**src/rtl/cordic_arb_pkg.sv**
```systemverilog
// Shared constants for the CORDIC round-robin arbiter: FSM encoding,
// default sizing and the operation-select encoding understood by the engine.
package cordic_arb_pkg;

  localparam int DEF_NUM_REQ = 4;
  localparam int DEF_W       = 32;

  localparam logic OP_COS = 1'b0;
  localparam logic OP_SIN = 1'b1;

  typedef enum logic [1:0] {
    ST_IDLE   = 2'd0,
    ST_LAUNCH = 2'd1,
    ST_WAIT   = 2'd2,
    ST_RESP   = 2'd3
  } arb_state_e;

endpackage

```
**src/rtl/rr_priority_picker.sv**
```systemverilog
// Round-robin priority picker: finds the first set request bit searching
// upward from the slot after the last grant, wrapping at NUM_REQ (not at a
// power of two), so the winner index never exceeds NUM_REQ-1.
module rr_priority_picker #(
  parameter int NUM_REQ = 4,
  parameter int IDX_W   = 2
) (
  input  logic [NUM_REQ-1:0] i_req,
  input  logic [IDX_W-1:0]   i_last_grant,
  output logic               o_any_req,
  output logic [IDX_W-1:0]   o_winner
);

  logic [IDX_W:0] w_sum;
  logic [IDX_W:0] w_pos;
  logic           w_hit;
  logic           w_found;

  // Walk the candidates in rotation order and keep the first hit.
  always_comb begin
    o_winner = '0;
    w_found  = 1'b0;
    w_sum    = '0;
    w_pos    = '0;
    w_hit    = 1'b0;
    for (int i = 1; i <= NUM_REQ; i++) begin
      w_sum    = {1'b0, i_last_grant} + (IDX_W+1)'(i);
      w_pos    = (w_sum >= (IDX_W+1)'(NUM_REQ)) ? (w_sum - (IDX_W+1)'(NUM_REQ)) : w_sum;
      w_hit    = ~w_found & i_req[w_pos[IDX_W-1:0]];
      o_winner = w_hit ? w_pos[IDX_W-1:0] : o_winner;
      w_found  = w_found | w_hit;
    end
  end

  assign o_any_req = |i_req;

endmodule

```
**src/rtl/cordic_rr_arbiter.sv**
```systemverilog
// Round-robin arbiter sharing one sine/cosine CORDIC engine between
// NUM_REQ requesters. The winner's angle/operation are latched and held
// stable for the whole transaction; the engine result is returned over a
// per-requester valid/ack handshake. Every output is a register.
module cordic_rr_arbiter
  import cordic_arb_pkg::*;
#(
  parameter int NUM_REQ = DEF_NUM_REQ,
  parameter int W       = DEF_W,
  parameter int IDX_W   = $clog2(NUM_REQ)
) (
  input  logic                 clk,
  input  logic                 reset,
  input  logic [NUM_REQ-1:0]   req_valid,
  input  logic [NUM_REQ-1:0]   req_op,
  input  logic [NUM_REQ*W-1:0] req_angle,
  output logic [NUM_REQ-1:0]   req_ready,
  output logic [NUM_REQ-1:0]   rsp_valid,
  output logic [W-1:0]         rsp_data,
  input  logic [NUM_REQ-1:0]   rsp_ack,
  output logic                 cordic_beg,
  output logic                 cordic_operation,
  output logic [W-1:0]         cordic_angle,
  input  logic                 cordic_ready,
  input  logic [W-1:0]         cordic_result,
  output logic                 cordic_ack,
  output logic                 busy,
  output logic [IDX_W-1:0]     grant_idx
);

  arb_state_e         r_state;
  arb_state_e         w_nxt_state;
  logic [IDX_W-1:0]   r_last_grant;
  logic [IDX_W-1:0]   w_nxt_last_grant;
  logic [IDX_W-1:0]   r_grant_idx;
  logic [IDX_W-1:0]   w_nxt_grant_idx;
  logic [IDX_W-1:0]   w_winner;
  logic               w_any_req;
  logic               r_op;
  logic               w_nxt_op;
  logic [W-1:0]       r_angle;
  logic [W-1:0]       w_nxt_angle;
  logic [W-1:0]       r_rsp_data;
  logic [W-1:0]       w_nxt_rsp_data;
  logic [NUM_REQ-1:0] r_req_ready;
  logic [NUM_REQ-1:0] w_nxt_req_ready;
  logic [NUM_REQ-1:0] r_rsp_valid;
  logic [NUM_REQ-1:0] w_nxt_rsp_valid;
  logic [NUM_REQ-1:0] w_win_oh;
  logic [NUM_REQ-1:0] w_grant_oh;
  logic               r_beg;
  logic               w_nxt_beg;
  logic               r_ack;
  logic               w_nxt_ack;
  logic               r_busy;
  logic [W-1:0]       w_angle_arr [NUM_REQ];

  rr_priority_picker #(
    .NUM_REQ (NUM_REQ),
    .IDX_W   (IDX_W)
  ) u_picker (
    .i_req        (req_valid),
    .i_last_grant (r_last_grant),
    .o_any_req    (w_any_req),
    .o_winner     (w_winner)
  );

  // Unpack the flat angle bus into one word per requester.
  always_comb begin
    for (int i = 0; i < NUM_REQ; i++) begin
      w_angle_arr[i] = req_angle[i*W +: W];
    end
  end

  // One-hot decode of the new winner and of the latched grant.
  always_comb begin
    w_win_oh               = '0;
    w_grant_oh             = '0;
    w_win_oh[w_winner]     = 1'b1;
    w_grant_oh[r_grant_idx] = 1'b1;
  end

  // Next-state and next-output logic; pulses default low, latched data holds.
  always_comb begin
    w_nxt_state      = r_state;
    w_nxt_last_grant = r_last_grant;
    w_nxt_grant_idx  = r_grant_idx;
    w_nxt_op         = r_op;
    w_nxt_angle      = r_angle;
    w_nxt_rsp_data   = r_rsp_data;
    w_nxt_req_ready  = '0;
    w_nxt_rsp_valid  = '0;
    w_nxt_beg        = 1'b0;
    w_nxt_ack        = 1'b0;
    case (r_state)
      ST_IDLE: begin
        if (w_any_req) begin
          w_nxt_grant_idx = w_winner;
          w_nxt_op        = req_op[w_winner];
          w_nxt_angle     = w_angle_arr[w_winner];
          w_nxt_req_ready = w_win_oh;
          w_nxt_beg       = 1'b1;
          w_nxt_state     = ST_LAUNCH;
        end else begin
          w_nxt_state = ST_IDLE;
        end
      end
      ST_LAUNCH: begin
        w_nxt_state = ST_WAIT;
      end
      ST_WAIT: begin
        if (cordic_ready) begin
          w_nxt_rsp_data  = cordic_result;
          w_nxt_ack       = 1'b1;
          w_nxt_rsp_valid = w_grant_oh;
          w_nxt_state     = ST_RESP;
        end else begin
          w_nxt_state = ST_WAIT;
        end
      end
      ST_RESP: begin
        if (rsp_ack[r_grant_idx]) begin
          w_nxt_last_grant = r_grant_idx;
          w_nxt_state      = ST_IDLE;
        end else begin
          w_nxt_rsp_valid = w_grant_oh;
          w_nxt_state     = ST_RESP;
        end
      end
      default: begin
        w_nxt_state = ST_IDLE;
      end
    endcase
  end

  // State and output registers; reset puts requester 0 first in line.
  always_ff @(posedge clk or posedge reset) begin
    if (reset) begin
      r_state      <= ST_IDLE;
      r_last_grant <= IDX_W'(NUM_REQ-1);
      r_grant_idx  <= '0;
      r_op         <= OP_COS;
      r_angle      <= '0;
      r_rsp_data   <= '0;
      r_req_ready  <= '0;
      r_rsp_valid  <= '0;
      r_beg        <= 1'b0;
      r_ack        <= 1'b0;
      r_busy       <= 1'b0;
    end else begin
      r_state      <= w_nxt_state;
      r_last_grant <= w_nxt_last_grant;
      r_grant_idx  <= w_nxt_grant_idx;
      r_op         <= w_nxt_op;
      r_angle      <= w_nxt_angle;
      r_rsp_data   <= w_nxt_rsp_data;
      r_req_ready  <= w_nxt_req_ready;
      r_rsp_valid  <= w_nxt_rsp_valid;
      r_beg        <= w_nxt_beg;
      r_ack        <= w_nxt_ack;
      r_busy       <= (w_nxt_state != ST_IDLE);
    end
  end

  assign req_ready        = r_req_ready;
  assign rsp_valid        = r_rsp_valid;
  assign rsp_data         = r_rsp_data;
  assign cordic_beg       = r_beg;
  assign cordic_operation = r_op;
  assign cordic_angle     = r_angle;
  assign cordic_ack       = r_ack;
  assign busy             = r_busy;
  assign grant_idx        = r_grant_idx;

endmodule

```
**config.mk**
```make
export PLATFORM = sky130hd
export DESIGN_NAME = cordic_rr_arbiter
export DESIGN_NICKNAME = d
export VERILOG_FILES = /design/src/rtl/cordic_arb_pkg.sv /design/src/rtl/rr_priority_picker.sv /design/src/rtl/cordic_rr_arbiter.sv
export SDC_FILE = /design/constraint.sdc
export NUM_CORES = 1
export LEC_CHECK = 0
export CAP_MARGIN = 0
export CORE_MARGIN = 2
export CORE_UTILIZATION = 40
export DETAILED_ROUTE_END_ITERATION = 8
export MAX_ROUTING_LAYER = met4
export PLACE_DENSITY = 0.93
export SLEW_MARGIN = 20
export SYNTH_ARGS = -nofsm -noshare
export SYNTH_HDL_FRONTEND = slang
export SYNTH_SLANG_ARGS = --single-unit
```
**constraint.sdc**
```tcl
create_clock -name clk -period 2.8 [get_ports clk]
set_input_delay 0.28 -clock clk [delete_from_list [all_inputs] [get_ports clk]]
set_output_delay 0.28 -clock clk [all_outputs]
set_load 0.01 [all_outputs]
```
==> out/metrics.csv <==
stage,metric,value,unit
timing,slew_viol_final,0,
timing,fmax,0.405,GHz
yosys,syn_area,4680,sq um
cts,cts_resized,0,
pwr,p_clk_frac,0.182,
timing,skew,0.00658,ns
critical_path,cp_max_fo,26,
global_routing,antenna_found_initial,0,
yosys,synth_top_area_cell,dfrtp_1,
layout,fin_util,0.667,
yosys,syn_inst,494,
die,fp.dieW,112,microns
timing,finalSetupViolations,0,
cts,clk_latency,0.33,ns
layout,diodes,0,
cts,path_clk_slew,0.06,ns
pwr,p_leak,3.41,nW
yosys,ys_types,45,
cts,cts.hold.buffers_added,0,
cts,cts_setup_buffers,0,
global_routing,grt_use_total,0.246,
cts,cts_sinks,82,
die,rows,39,
pwr,seq_power_share,0.294,
routing,wl,15.3,mm
cts,cts-buffers-inserted,9,
routing,via_per_inst,5.43,
timing,rsz0062_at_grt,no,
placement,portBuffers,252,
yosys,ys.flop_type,dfrtp_1,
die,start_util,0.410,
cts,cts_root_buffer,clkbuf_16,
layout,layout.cells.non_filler,881,
layout,final_cell_mix,"252 x clkdlybuf4s50_1, 120 x nand2_1, 80 x dfrtp_1",
routing,drtIter0Drc,336,
timing,min_period,2.47,ns
placement,gp_congestion,0.864,
yosys,synth_edf_count,0,
pwr,p_sw,2.55,mW
critical_path,cp.required,3.00,ns
pwr,comb_power_share,0.524,
run,maxCapViolCount,0,
pwr,p_per_area,914,nW/um^2
yosys,async_flop_share,1.00,
global_routing,grt_max_degree,53,
pwr,internal_power,4.41,mW
layout,mostFrequentLayoutCell,clkdlybuf4s50_1,
placement,dp.cells,865,
routing,avgRoutedWirePerCell,17.4,microns
yosys,syn_nets,669,
timing,hold_ws,0.329,ns
worst_hold_path,hold_path_class,in -> async,
pwr,peakVddDrop,572,uV
yosys,synth.avg_cell_area,9.48,sq um
critical_path,crit_arrival,2.67,ns
global_routing,grt_pass1_wl,24.0,mm
die,core,11400,sq um
critical_path,end_kind,flop,
timing,period_share,0.881,
yosys,ys_warn_count,0,
global_routing,grt_pass1_vias,4949,
layout,nets,908,
routing,vias,4785,
layout,layout-drive-gt1-share,0.0867,
yosys,ys_seq_area_frac,0.439,
yosys,netlist.area_leader.share,0.427,
placement,place_hpwl,11.6,mm
routing,firstDrtPassIters,4,
die,die_area,12600,sq um
die,die_h,112,microns
yosys,ys_ff_latch,82,
layout,area_delta_synth_final,62.7,%
pwr,power,6.96,mW
pwr,swShare,0.367,
cts,htreeDepth,3,
cts,cts_tree,yes,
critical_path,worstSetupStartpointType,input pin,
die,io_pins,253,
timing,tightest_slew,1.05,ns
critical_path,worstSetupPathType,in -> reg,
routing,route.detailed.drc,0,
timing,hold_viol,0,
global_routing,grt.overflow.total,0,
cts,clockBufferDepth,2,
yosys,synth_area_leaders,"dfrtp_1 43%, nand2_1 9.6%, mux2i_1 7.1%",
timing,setup_tns,0,ns
routing,postRouteAntennaNets,0,
status,run_status,"complete, no violations",
timing,slew_headroom,0.300,
-- logic make-up (layout without fill, tap and decap cells) --
kind of cell           Yosys count  after routing  synth area share
AND/OR/NAND/NOR                232            232             0.244
multiplexers                    36             36            0.0801
AO/OA/AOI/OAI                  100            100             0.178
flip-flops                      82             82             0.439
buffers and inverters           44            288            0.0582
-- synthesized netlist by cell type, types with 2 or more instances --
| cell type | n |
|---|---|
| a211oi_2 | 2 |
| a21oi_1 | 3 |
| a221oi_1 | 13 |
| and3_1 | 39 |
| buf_12 | 2 |
| buf_2 | 6 |
| buf_6 | 7 |
| clkbuf_1 | 19 |
| dfrtp_1 | 80 |
| dfstp_2 | 2 |
| inv_1 | 6 |
| mux2_2 | 2 |
| mux2i_1 | 33 |
| nand2_1 | 120 |
| nand2b_1 | 13 |
| nand2b_2 | 2 |
| nor2_1 | 18 |
| nor2_2 | 2 |
| nor3_1 | 3 |
| nor3b_1 | 20 |
| o21ai_0 | 16 |
| o21ai_1 | 24 |
| o22ai_1 | 15 |
| o41ai_2 | 19 |
| or2b_1 | 8 |
-- path summary, 6_finish.rpt --
check                                   from               end  slack (ns)  depth (start not counted)
min in group clk           cordic_result[26]      rsp_data[26]        0.48                          3
setup / recovery                req_valid[2]  cordic_angle[13]        0.33                          7
max in group asynchronous              reset   r_last_grant[0]        1.76                          3
setup reg to reg             r_last_grant[1]  cordic_angle[24]        0.42                          5
hold / removal                         reset      rsp_data[12]        0.33                          2
hold reg to reg                 rsp_data[22]      rsp_data[22]        0.48                          2
-- worst max-delay path: stages --
cell             delay [ns]
clkdlybuf4s50_1        0.52
nor2_2                 0.69
a211o_2                0.48
buf_12                 0.22
or2b_1                 0.28
o41ai_2                0.07
o21ai_1                0.12
-- sequential cells by signal, indices dropped and copies added, names as in the netlist --
signal,count
cordic_angle,32
rsp_data,32
req_ready,4
rsp_valid,4
grant_idx,2
r_last_grant,2
r_state,2
busy,1
cordic_ack,1
cordic_beg,1
cordic_operation,1
-- power groups by stage --
stage          logic, mW  clock network, mW  registers, mW
3_5_place_dp        3.66                  0           2.06
6_report            3.65               1.27           2.05
3_3_place_gp        3.51                  0           2.03
5_1_grt             3.94               1.35           2.10
2_1_floorplan       1.90                  0           2.19
4_1_cts             3.68               1.30           2.04
-- metrics by stage --
step                      worst slack [ns]  cell area (sq um)
after floorplan                      0.415               4680
after global placement               0.187               7300
after detailed placement           0.00500               7300
after CTS                            0.349               7620
after global routing                 0.172               7620
final                                0.333               7620
-- layout make-up --
cell class	count	area, sq um
clock buffer	12	246
clock inverter	4	73.8
fill	860	3800
inverter	7	27.5
multi-input combinational	368	2370
sequential	82	2050
tap	143	179
timing repair buffer	265	2670
-- metal layers --
metal	vias to the layer above	share of wire	wire, microns	global-route usage
met4	0	0.019	285	0.0911
met5	-	0	0	-
met1	2280	0.40	6150	0.287
li1	2225	-	-	-
met3	29	0.067	1030	0.0362
met2	251	0.51	7840	0.431
Power figures use the tool's default switching activity.
